[config.mk]
export PLATFORM = sky130hd
export DESIGN_NAME = pipe_ctrl
export DESIGN_NICKNAME = d
export VERILOG_FILES = /design/src/rtl/pipe_ctrl_pkg.sv /design/src/rtl/sat_counter.sv /design/src/rtl/pipe_ctrl.sv
export SDC_FILE = /design/constraint.sdc
export NUM_CORES = 1
export LEC_CHECK = 0
export CAP_MARGIN = 20
export CORE_UTILIZATION = 25
export DETAILED_ROUTE_END_ITERATION = 7
export DONT_BUFFER_PORTS = 1
export REMOVE_ABC_BUFFERS = 1
export SLEW_MARGIN = 20
export SYNTH_ARGS = -nofsm -noshare
export SYNTH_HDL_FRONTEND = slang
export SYNTH_SLANG_ARGS = --single-unit
[constraint.sdc]
create_clock -name CLK -period 2.3 [get_ports CLK]
set_input_delay 0.46 -clock CLK [delete_from_list [all_inputs] [get_ports CLK]]
set_output_delay 0.46 -clock CLK [all_outputs]
set_load 0.05 [all_outputs]
[src/rtl/pipe_ctrl_pkg.sv]
// Shared encodings for the front-end pipeline controller: FSM states and PC source selects.
package pipe_ctrl_pkg;

  typedef enum logic [2:0] {
    ST_RUN        = 3'd0,
    ST_BR_WAIT    = 3'd1,
    ST_BR_REDIR   = 3'd2,
    ST_TRAP_DRAIN = 3'd3,
    ST_TRAP_REDIR = 3'd4
  } state_t;

  localparam logic [1:0] PCSEL_SEQ  = 2'd0;
  localparam logic [1:0] PCSEL_BR   = 2'd1;
  localparam logic [1:0] PCSEL_TRAP = 2'd2;

  localparam int WAIT_CNT_W = 8;

endpackage

[src/rtl/sat_counter.sv]
// Saturating up-counter with synchronous clear; holds at all-ones once reached.
module sat_counter #(
  parameter int W = 32
) (
  input  logic         clk,
  input  logic         clr,
  input  logic         en,
  output logic [W-1:0] count
);

  localparam logic [W-1:0] ONE = {{(W-1){1'b0}}, 1'b1};

  always_ff @(posedge clk) begin
    if (clr) begin
      count <= '0;
    end else if (en && (count != '1)) begin
      count <= count + ONE;
    end
  end

endmodule

[src/rtl/pipe_ctrl.sv]
// Fetch/decode sequencer: holds fetch on branches and ECALLs until resolution, then redirects the PC.
// Load enables and PC select are combinational from state and inputs; everything else is registered.
module pipe_ctrl
  import pipe_ctrl_pkg::*;
#(
  parameter int TIMEOUT = 15
) (
  input  logic        CLK,
  input  logic        RESET,
  input  logic        DE_V,
  input  logic        DE_BR_STALL,
  input  logic        DE_TRAP_STALL,
  input  logic        V_HAZARD_STALL,
  input  logic        V_MEM_STALL,
  input  logic        EXE_BR_RESOLVED,
  input  logic [63:0] EXE_BR_NEXT,
  input  logic        WB_CS,
  input  logic [63:0] DE_MTVEC,
  output logic        LD_PC,
  output logic        LD_DE,
  output logic        DE_V_IN,
  output logic [1:0]  PC_SEL,
  output logic [63:0] REDIR_PC,
  output logic [2:0]  CTRL_STATE,
  output logic        TIMEOUT_ERR,
  output logic [31:0] STALL_CYCLES
);

  // Abort fires in the cycle the counter shows TIMEOUT-1, i.e. after TIMEOUT cycles of waiting.
  localparam logic [WAIT_CNT_W-1:0] WAIT_LAST = WAIT_CNT_W'(TIMEOUT - 1);
  localparam logic [WAIT_CNT_W-1:0] WAIT_ONE  = WAIT_CNT_W'(1);

  state_t                state;
  state_t                state_nxt;
  logic [WAIT_CNT_W-1:0] wait_cnt;
  logic                  in_wait;
  logic                  timed_out;
  logic                  redir_load;
  logic                  err_set;
  logic                  ld_pc_c;
  logic                  ld_de_c;
  logic                  de_v_in_c;
  logic [1:0]            pc_sel_c;

  // The trap vector feeds the PC mux outside this block; it only matters here as the PC_SEL target.
  logic unused_mtvec;
  assign unused_mtvec = ^DE_MTVEC;

  assign in_wait   = (state == ST_BR_WAIT) || (state == ST_TRAP_DRAIN);
  assign timed_out = (wait_cnt == WAIT_LAST);

  always_comb begin
    state_nxt  = state;
    ld_pc_c    = 1'b0;
    ld_de_c    = 1'b0;
    de_v_in_c  = 1'b0;
    pc_sel_c   = PCSEL_SEQ;
    redir_load = 1'b0;
    err_set    = 1'b0;
    case (state)
      ST_RUN: begin
        if (!(V_MEM_STALL || V_HAZARD_STALL)) begin
          if (DE_V && DE_BR_STALL) begin
            ld_de_c   = 1'b1;
            state_nxt = ST_BR_WAIT;
          end else if (DE_V && DE_TRAP_STALL) begin
            ld_de_c   = 1'b1;
            state_nxt = ST_TRAP_DRAIN;
          end else begin
            ld_pc_c   = 1'b1;
            ld_de_c   = 1'b1;
            de_v_in_c = 1'b1;
          end
        end
      end
      ST_BR_WAIT: begin
        ld_de_c = !V_MEM_STALL;
        if (EXE_BR_RESOLVED) begin
          redir_load = 1'b1;
          state_nxt  = ST_BR_REDIR;
        end else if (timed_out) begin
          err_set   = 1'b1;
          state_nxt = ST_RUN;
        end
      end
      ST_BR_REDIR: begin
        pc_sel_c = PCSEL_BR;
        if (!V_MEM_STALL) begin
          ld_pc_c   = 1'b1;
          ld_de_c   = 1'b1;
          state_nxt = ST_RUN;
        end
      end
      ST_TRAP_DRAIN: begin
        ld_de_c = !V_MEM_STALL;
        if (WB_CS) begin
          state_nxt = ST_TRAP_REDIR;
        end else if (timed_out) begin
          err_set   = 1'b1;
          state_nxt = ST_RUN;
        end
      end
      ST_TRAP_REDIR: begin
        pc_sel_c = PCSEL_TRAP;
        if (!V_MEM_STALL) begin
          ld_pc_c   = 1'b1;
          ld_de_c   = 1'b1;
          state_nxt = ST_RUN;
        end
      end
      default: state_nxt = ST_RUN;
    endcase
  end

  always_ff @(posedge CLK) begin
    if (RESET) begin
      state       <= ST_RUN;
      REDIR_PC    <= '0;
      TIMEOUT_ERR <= 1'b0;
      wait_cnt    <= '0;
    end else begin
      state <= state_nxt;
      if (redir_load) REDIR_PC <= EXE_BR_NEXT;
      if (err_set) TIMEOUT_ERR <= 1'b1;
      // Zero outside the wait states, so every entry starts counting from 0.
      wait_cnt <= in_wait ? (wait_cnt + WAIT_ONE) : '0;
    end
  end

  assign LD_PC      = ld_pc_c   && !RESET;
  assign LD_DE      = ld_de_c   && !RESET;
  assign DE_V_IN    = de_v_in_c && !RESET;
  assign PC_SEL     = RESET ? PCSEL_SEQ : pc_sel_c;
  assign CTRL_STATE = state;

  sat_counter #(.W(32)) u_stall_cnt (
    .clk   (CLK),
    .clr   (RESET),
    .en    (!LD_PC),
    .count (STALL_CYCLES)
  );

endmodule

* After elaboration in Yosys (flattened, before gate mapping)
Index checks and enable logic that the tools add are counted.
** Storage, ports and cells
- Flip-flop bits (word level) :: 108
- Bits in latches :: 0
- RAM bits :: 0
- ROM bits :: 0
- Input port bits :: 137
- Output and inout bits :: 105
- Word-level logic and storage cells :: 57
- Memories kept :: 0
** Cells by class
- $add $sub $neg :: 2
- $mul :: 0
- Div/mod/pow operators :: 0
- Order comparisons :: 0
- Equal/unequal tests :: 9
- Shift-type cells :: 0
- Multiplexer cells :: 24
- Bitwise operators :: 1
- Reduce and logical (&&, ||, !) cells :: 16
** Operators by type and width (number)
- $add A32 B1 Y32 const B :: 1
- $ne A32 B32 Y1 const B :: 1
- $mux W3 :: 7
- $pmux W3 S4 :: 1
- $mux W1 :: 11
- $add A8 B1 Y8 const B :: 1
- $eq A8 B4 Y1 const B :: 1
- $eq A3 B2 Y1 const B :: 2
- $logic_and A1 B1 Y1 :: 6
- $reduce_or A2 Y1 :: 3
- $ne A2 B2 Y1 const B :: 2
- $pmux W1 S2 :: 2
- $pmux W2 S2 :: 1
- $eq A3 B1 Y1 const B :: 1
- $eq A3 B3 Y1 const B :: 1
- $logic_not A1 Y1 :: 3
- $logic_not A3 Y1 :: 1
- $ne A3 B3 Y1 const B :: 1
- $pmux W1 S3 :: 1
- $reduce_and A3 Y1 :: 1
- $logic_or A1 B1 Y1 :: 2
- $mux W2 :: 1
- $not A1 Y1 :: 1

* Longest topological paths before layout
Gate-level depths: netlist of run 1.
- Depth in word-level cells :: 8
- Depth in mapped cells :: 8
- Depth with buffers taken out :: 6

* By module
Synthesis of run 1 repeated with hierarchy kept, for this count alone.
** Unflattened totals
- Cells, all modules :: 561
- Area, all modules :: 4556.9 µm²
** By module, submodules not included
- pipe_ctrl :: instances 1, cells an instance 362, area an instance 2882.8 µm², sequential area each 1521.5 µm²
- sat_counter :: instances 1, cells an instance 199, area an instance 1674.1 µm², sequential area each 640.6 µm²

* Least setup slack after synthesis of run 1
Ideal clock, no wire load.
- Kind :: flip-flop to output port
- Start :: register state[2] (netlist: CTRL_STATE[2])
- End :: output port PC_SEL[1]
- Data arrival time :: 2455 ps
- Data required time :: 1840 ps
- Path slack :: -615 ps
- Cell stages (with the launch flop) :: 4
- Path buffers :: 1
- Path through :: dfxtp_1 > buf_2 > inv_1 > nor4_1
** Between the ends
- Word-level cells in the longest chain between the ends :: 3
- Elaborated cells between the ends (all ways) :: 4
** RTL lines
- start, declared :: line pipe_ctrl.sv:33 : state_t state;
- start signal, assigned :: line pipe_ctrl.sv:122 : state <= state_nxt;
- $eq A3 B3 Y1 / $eq A3 B2 Y1 (equally long branches) :: line pipe_ctrl.sv:60 : case (state)
- $pmux W2 S2 * :: line pipe_ctrl.sv:60
- $mux W2 * :: line pipe_ctrl.sv:133 : assign PC_SEL = RESET ? PCSEL_SEQ : pc_sel_c;
- end, declared :: line pipe_ctrl.sv:22 : output logic [1:0] PC_SEL,
Mark *: on every way between the ends. The rest lies on a longest branch, timed or not.

* Worst setup path after layout of run 1
- Start :: register state[2] (netlist: CTRL_STATE[2])
- End :: output port LD_PC
** Between the ends
- Word-level cells in the longest chain between the ends :: 4
- Elaborated cells between the ends (all ways) :: 6
** RTL lines
- $eq A3 B3 Y1 / $eq A3 B2 Y1 (equally long branches) :: line pipe_ctrl.sv:60
- $reduce_or A2 Y1 (no line)
- $pmux W1 S2 * :: line pipe_ctrl.sv:60
- $logic_and A1 B1 Y1 * :: line pipe_ctrl.sv:130 : assign LD_PC = ld_pc_c && !RESET;
- end, declared :: line pipe_ctrl.sv:19 : output logic LD_PC,
Marks and branches as above.

==> run summary, run 1 <==
Post-Layout Cell Count - 812
Hold WS - 0.177 ns
Wirelength per Cell - 14.2 um
Run status - completed
Peak-usage layer in the global routing report - met2
CTS Sinks - 108
Die Ht - 136 um
Buffer and inverter count on the worst path - 2
Hold WC Path Type - in -> reg
Final period util - 0.948
Die ar. - 18400 um^2
FF/Latch Area - 2160 um^2
Post-synthesis sequential area ratio - 0.485
Layout cells sized above 1 - 0.131
Slew Limit Headroom - 0.618
Flop and latch count out of synthesis - 108
Arrival time worst endpoint - 1.72 ns
Crit-path max cell delay - 0.37 ns
Pre-Repair DR Iteration Count - 4
Global-route wire length before repair - 17700 um
Multi-input logic area - 2150 um^2
GRT overflow - 0
Commonest cells after routing, fill and taps aside - nand2_1, dfxtp_1, a21oi_1
Post-CTS sizing - 0
Diode count - 0
MaxCap Viol Count - 0
Worst Setup End Kind - output port
Post-DP HPWL - 8000 um
Crit-path max FO - 6
Final setup viols - 0
Netlist cell types - 43
Largest net degree at the start of global routing - 110
Synth Flop Type - dfxtp_1
Highest Clock Rate - 459 MHz
Detailed Route WL - 11500 um
CP delay by family, top - compound AO/OA/AOI/OAI gates
Worst EP required - 1.84 ns
Final #Nets - 723
Area Growth Syn to Fin - 19.8%
Yosys warnings - 0
Global Route met2 Usage - 0.202
Crit-path most repeated cell - buf_6
Core Box Area - 17400 um^2
Antenna viol nets, final - 0
Worst vdd ir - 326 uV
RSZ-0062 raised after global routing - false
Most common cell after layout, fill and taps aside - nand2_1
Final hold viol count - 0
Leak pwr - 1.78 nW
FILL cells - 1849
Worst-path cell with the longest stage delay - a2111oi_1
IO Count - 242
Global Route met3 Usage - 0.0479
Worst-Skew Late Latency - 0.35 ns
Clk slew on worst S/H paths - 0.07 ns
Vias in the first global route - 3452
Via count - 3865
Gr usage total - 0.123
GPL Wtd Cong - 0.815
DP Cell Count - 797
Root buffer cell - clkbuf_16
Site row count - 48
1st-iter DRT viols - 152
Dpl ws - 0.125 ns
Final slew viol count - 0
Count of flip-flops with a built-in enable after synthesis - 0
Tmin final - 2.18 ns
Total power - 3.69 mW
DIE WIDTH - 136 um
Met1 Resource Use GR - 0.145
Crit-path cells - a2111oi_1, o31a_1, buf_6, buf_6
Num CTS Buffers - 9
Antenna violations before repair - 0
Number of H-tree levels - 3
CTS tree - done
DRC errors left - 0
Post-CTS Setup Bufs - 0
Critical path class - reg -> out
Gate Count Post-Synth - 554
Worst Setup Slack, final - 0.120 ns
Mapped Area - 4460 um^2
Pwr dens - 691 nW/um^2
Post-synth ARST share - 0
Initial Utilization - 0.257
Crit path launch type - register
Worst-margin pin slew - 0.559 ns
Setup Skew - 0.00776 ns
Via/cell ratio - 4.76
I/O Buffers - 0
Syn Area/Cell - 8.05 um^2
Max clock buf depth - 2
Hold buffers post-CTS - 0
## area by class of cell
cell class                      instances  share of cell area
Timing Repair Buffer                   53              0.0806
Inverter                                6             0.00422
Clock buffer                           12              0.0461
Sequential cell                       108               0.405
Multi-Input combinational cell        405               0.403
Tap cell                              225              0.0527
Clock inverter                          3             0.00890
## metal layers
metal	up-vias	routed length, um
met5	-	0
met4	0	209
met3	16	794
met2	112	5500
met1	1772	5040
li1	1965	-
## worst paths after layout
check	startpoint	to	slack [ns]	cells after the start
setup / recovery	CTRL_STATE[2]$_SDFFE_PP0P_	LD_PC	0.12	4
hold / removal	RESET	REDIR_PC[60]$_SDFFE_PP0P_	0.18	1
setup reg to reg	u_stall_cnt.count[0]$_SDFFE_PP0P_	u_stall_cnt.count[30]$_SDFFE_PP0P_	0.14	6
hold reg to reg	wait_cnt[0]$_SDFF_PP0_	wait_cnt[0]$_SDFF_PP0_	0.46	1
## cells in the mapped netlist, types with 3 or more instances
cell       instances  area [um^2]
a2111oi_0          8         70.1
a21oi_1           87          435
and3_1             9         56.3
buf_1              5         18.8
buf_2              4         20.0
clkbuf_1          25         93.8
dfxtp_1          108         2160
ha_1               3         37.5
inv_1              6         22.5
mux2_2             3         33.8
nand2_1          148          556
nand3_1           17         85.1
nand4_1            5         31.3
nand4b_1           3         26.3
nor2_1            28          105
nor2b_1            6         37.5
nor3_1             6         30.0
nor4_1             4         25.0
o21ai_0           15         75.1
o31ai_1            8         60.1
or3_1             11         68.8
or4_1              8         60.1
xnor2_1            9         78.8
xor2_1             5         43.8
## through the flow
step	cell area, um^2	TNS, ns	util
final	5340	0	0.308
after global routing	5340	0	0.308
after CTS	5330	0	0.307
after detailed placement	5040	0	0.290
after global placement	5040	0	0.290
after floorplan	4310	-30.45	-
## kinds of logic after synthesis
kind of cell,Yosys count,share of synthesized area
and+or+nand+nor,259,0.274
AOI/OAI and AO/OA,125,0.158
DFF,108,0.485
buffers and inverters,41,0.0373
xor gates and xnor gates,14,0.0275
muxes,4,0.00982
adders and majority gates,3,0.00842
## sequential cells by signal, indices dropped and copies added (netlist names)
signal             flops
u_stall_cnt.count     32
wait_cnt               8
TIMEOUT_ERR            1
REDIR_PC              64
CTRL_STATE             3
## power by group
part           leakage, nW  internal, mW  switching [mW]
combinational        0.770        0.0580           0.113
clock                0.143         0.874           0.675
sequential           0.871          1.90          0.0775
total                 1.78          2.83           0.865
Note: power is estimated with default switching activity, not from simulation.
==> inputs of run 2 (changes only) <==
--- a/config.mk
+++ b/config.mk
@@ -6,10 +6,12 @@
 export NUM_CORES = 1
 export LEC_CHECK = 0
 export CAP_MARGIN = 20
+export CORE_MARGIN = 5
 export CORE_UTILIZATION = 25
 export DETAILED_ROUTE_END_ITERATION = 7
 export DONT_BUFFER_PORTS = 1
 export REMOVE_ABC_BUFFERS = 1
+export SKIP_LAST_GASP = 1
 export SLEW_MARGIN = 20
 export SYNTH_ARGS = -nofsm -noshare
 export SYNTH_HDL_FRONTEND = slang
==> run summary, run 2 (same netlist as run 1, synthesis figures left out) <==
Hold buffers post-CTS - 0 (unchanged)
Worst Setup End Kind - register (was output port)
Diode count - 0 (unchanged)
Post-Layout Cell Count - 814 (was 812)
Tmin final - 2.20 ns (was 2.18 ns)
Via count - 3907 (was 3865)
Site row count - 48 (unchanged)
Cells on Worst Hold Path - 1 (unchanged)
DRC errors left - 0 (unchanged)
Final slew viol count - 0 (unchanged)
Pwr dens - 693 nW/um^2 (was 691 nW/um^2)
Final hold viol count - 0 (unchanged)
Number of H-tree levels - 3 (unchanged)
Worst vdd ir - 396 uV (was 326 uV)
Gr usage total - 0.112 (was 0.123)
Initial Utilization - 0.256 (was 0.257)
Crit-path max FO - 9 (was 6)
Final setup viols - 0 (unchanged)
Antenna violations before repair - 0 (unchanged)
Root buffer cell - clkbuf_16 (unchanged)
Total power - 3.72 mW (was 3.69 mW)
IO Count - 242 (unchanged)
GPL Wtd Cong - 0.744 (was 0.815)
Global-route wire length before repair - 18400 um (was 17700 um)
Detailed Route WL - 12200 um (was 11500 um)
Crit path launch type - register (unchanged)
Top Registers - REDIR_PC: 64 flops, u_stall_cnt.count: 32 flops, wait_cnt: 8 flops (unchanged)
Num CTS Buffers - 9 (unchanged)
GRT overflow - 0 (unchanged)
Die ar. - 20600 um^2 (was 18400 um^2)
Highest Clock Rate - 455 MHz (was 459 MHz)
Worst Setup Slack, final - 0.102 ns (was 0.120 ns)
Worst-Skew Late Latency - 0.35 ns (about the same)
Final core occ - 0.309 (was 0.308)
1st-iter DRT viols - 215 (was 152)
Core Box Area - 17400 um^2 (about the same)
Layout cells sized above 1 - 0.141 (was 0.131)
Dpl ws - 0.0893 ns (was 0.125 ns)
Final #Nets - 724 (was 723)
Vias in the first global route - 3526 (was 3452)
Final period util - 0.955 (was 0.948)
R2R cell count - 5 (was 6)
MaxCap Viol Count - 0 (unchanged)
Setup Skew - 0.00669 ns (was 0.00776 ns)
Wirelength per Cell - 15.0 um (was 14.2 um)
CTS Sinks - 108 (unchanged)
Largest net degree at the start of global routing - 110 (unchanged)
DIE WIDTH - 144 um (was 136 um)
Run status - completed (unchanged)
Clk slew on worst S/H paths - 0.07 ns (about the same)
Critical path class - reg -> reg (was reg -> out)
Die Ht - 144 um (was 136 um)
RSZ-0062 raised after global routing - false (unchanged)
DP Cell Count - 796 (was 797)
Pre-Repair DR Iteration Count - 6 (was 4)
Reg with most FFs - REDIR_PC (unchanged)
Commonest cells after routing, fill and taps aside - nand2_1, dfxtp_1, a21oi_1 (unchanged)
Via/cell ratio - 4.80 (was 4.76)
Arrival time worst endpoint - 2.43 ns (was 1.72 ns)
Hold WC Path Type - in -> reg (unchanged)
Leak pwr - 1.80 nW (was 1.78 nW)
Antenna viol nets, final - 0 (unchanged)
Worst EP required - 2.53 ns (was 1.84 ns)
Most common cell after layout, fill and taps aside - nand2_1 (unchanged)
I/O Buffers - 0 (unchanged)
Largest register FFs - 64 (unchanged)
Max clock buf depth - 2 (unchanged)
CTS tree - done (unchanged)
Area Growth Syn to Fin - 20.6% (was 19.8%)
Slew Limit Headroom - 0.590 (was 0.618)
Post-DP HPWL - 8560 um (was 8000 um)
Worst-margin pin slew - 0.599 ns (was 0.559 ns)
[run 2: repair_timing]
action                                  CTS  global route
setup buffers                             0             2
endpoints found under the setup margin    1             6
hold endpoints to repair                  0             0
pin swaps                                 0             0
gates resized for setup                   1             3
[run 2: area by class of cell]
| class | count | area, um^2 |
|---|---|---|
| fillers | 1879 | 12000 |
| flip-flops and latches | 108 | 2160 |
| multi-input cells | 405 | 2160 |
| repair buffers | 54 | 447 |
| well taps | 225 | 282 |
| clock buffers | 10 | 239 |
| clock inverters | 6 | 63.8 |
| inverters | 6 | 22.5 |
[run 2: path summary, 6_finish.rpt]
path / start / endpoint / slack, ns
worst max-delay path: CTRL_STATE[1]$_SDFFE_PP0P_ / u_stall_cnt.count[30]$_SDFFE_PP0P_ / 0.10
worst min-delay path: RESET / u_stall_cnt.count[8]$_SDFFE_PP0P_ / 0.18
worst max register to register: CTRL_STATE[1]$_SDFFE_PP0P_ / u_stall_cnt.count[30]$_SDFFE_PP0P_ / 0.10
worst min register to register: wait_cnt[0]$_SDFF_PP0_ / wait_cnt[0]$_SDFF_PP0_ / 0.46
[run 2: critical path, cell delays in order (launching register included)]
cell and delay, ns:
dfxtp_1 0.33, or2_0 0.22, o31a_2 0.44, or4b_4 0.61
nor2b_1 0.15, mux2_2 0.33
[run 2: routing by layer]
layer,up-vias,global-route usage,share of wire
li1,1972,-,-
met1,1796,0.141,0.43
met4,0,0.0406,0.016
met3,10,0.0413,0.085
met5,-,0,0
met2,129,0.175,0.47
[run 2: power by group]
group          internal [mW]  switching, mW  leakage, nW
clock                  0.873          0.704        0.144
combinational         0.0604          0.114        0.780
sequential              1.89         0.0783        0.871
total                   2.83          0.897         1.80
[run 2: through the flow]
step / hold WS (ns) / setup TNS [ns] / cell area (um^2)
2_1_floorplan: 0.426 / -30.45 / 4310
6_report: 0.181 / 0 / 5380
3_3_place_gp: 0.442 / 0 / 5040
5_1_grt: 0.155 / 0 / 5380
4_1_cts: 0.156 / 0 / 5350
3_5_place_dp: 0.452 / 0 / 5040
==> inputs of run 3 (changes only) <==
--- a/config.mk
+++ b/config.mk
@@ -8,6 +8,7 @@
 export CAP_MARGIN = 20
 export CORE_MARGIN = 5
 export CORE_UTILIZATION = 25
+export CTS_CLUSTER_SIZE = 24
 export DETAILED_ROUTE_END_ITERATION = 7
 export DONT_BUFFER_PORTS = 1
 export REMOVE_ABC_BUFFERS = 1
==> results of run 3 <==
No change in the layout: final DEF, timing and power equal those of run 2.
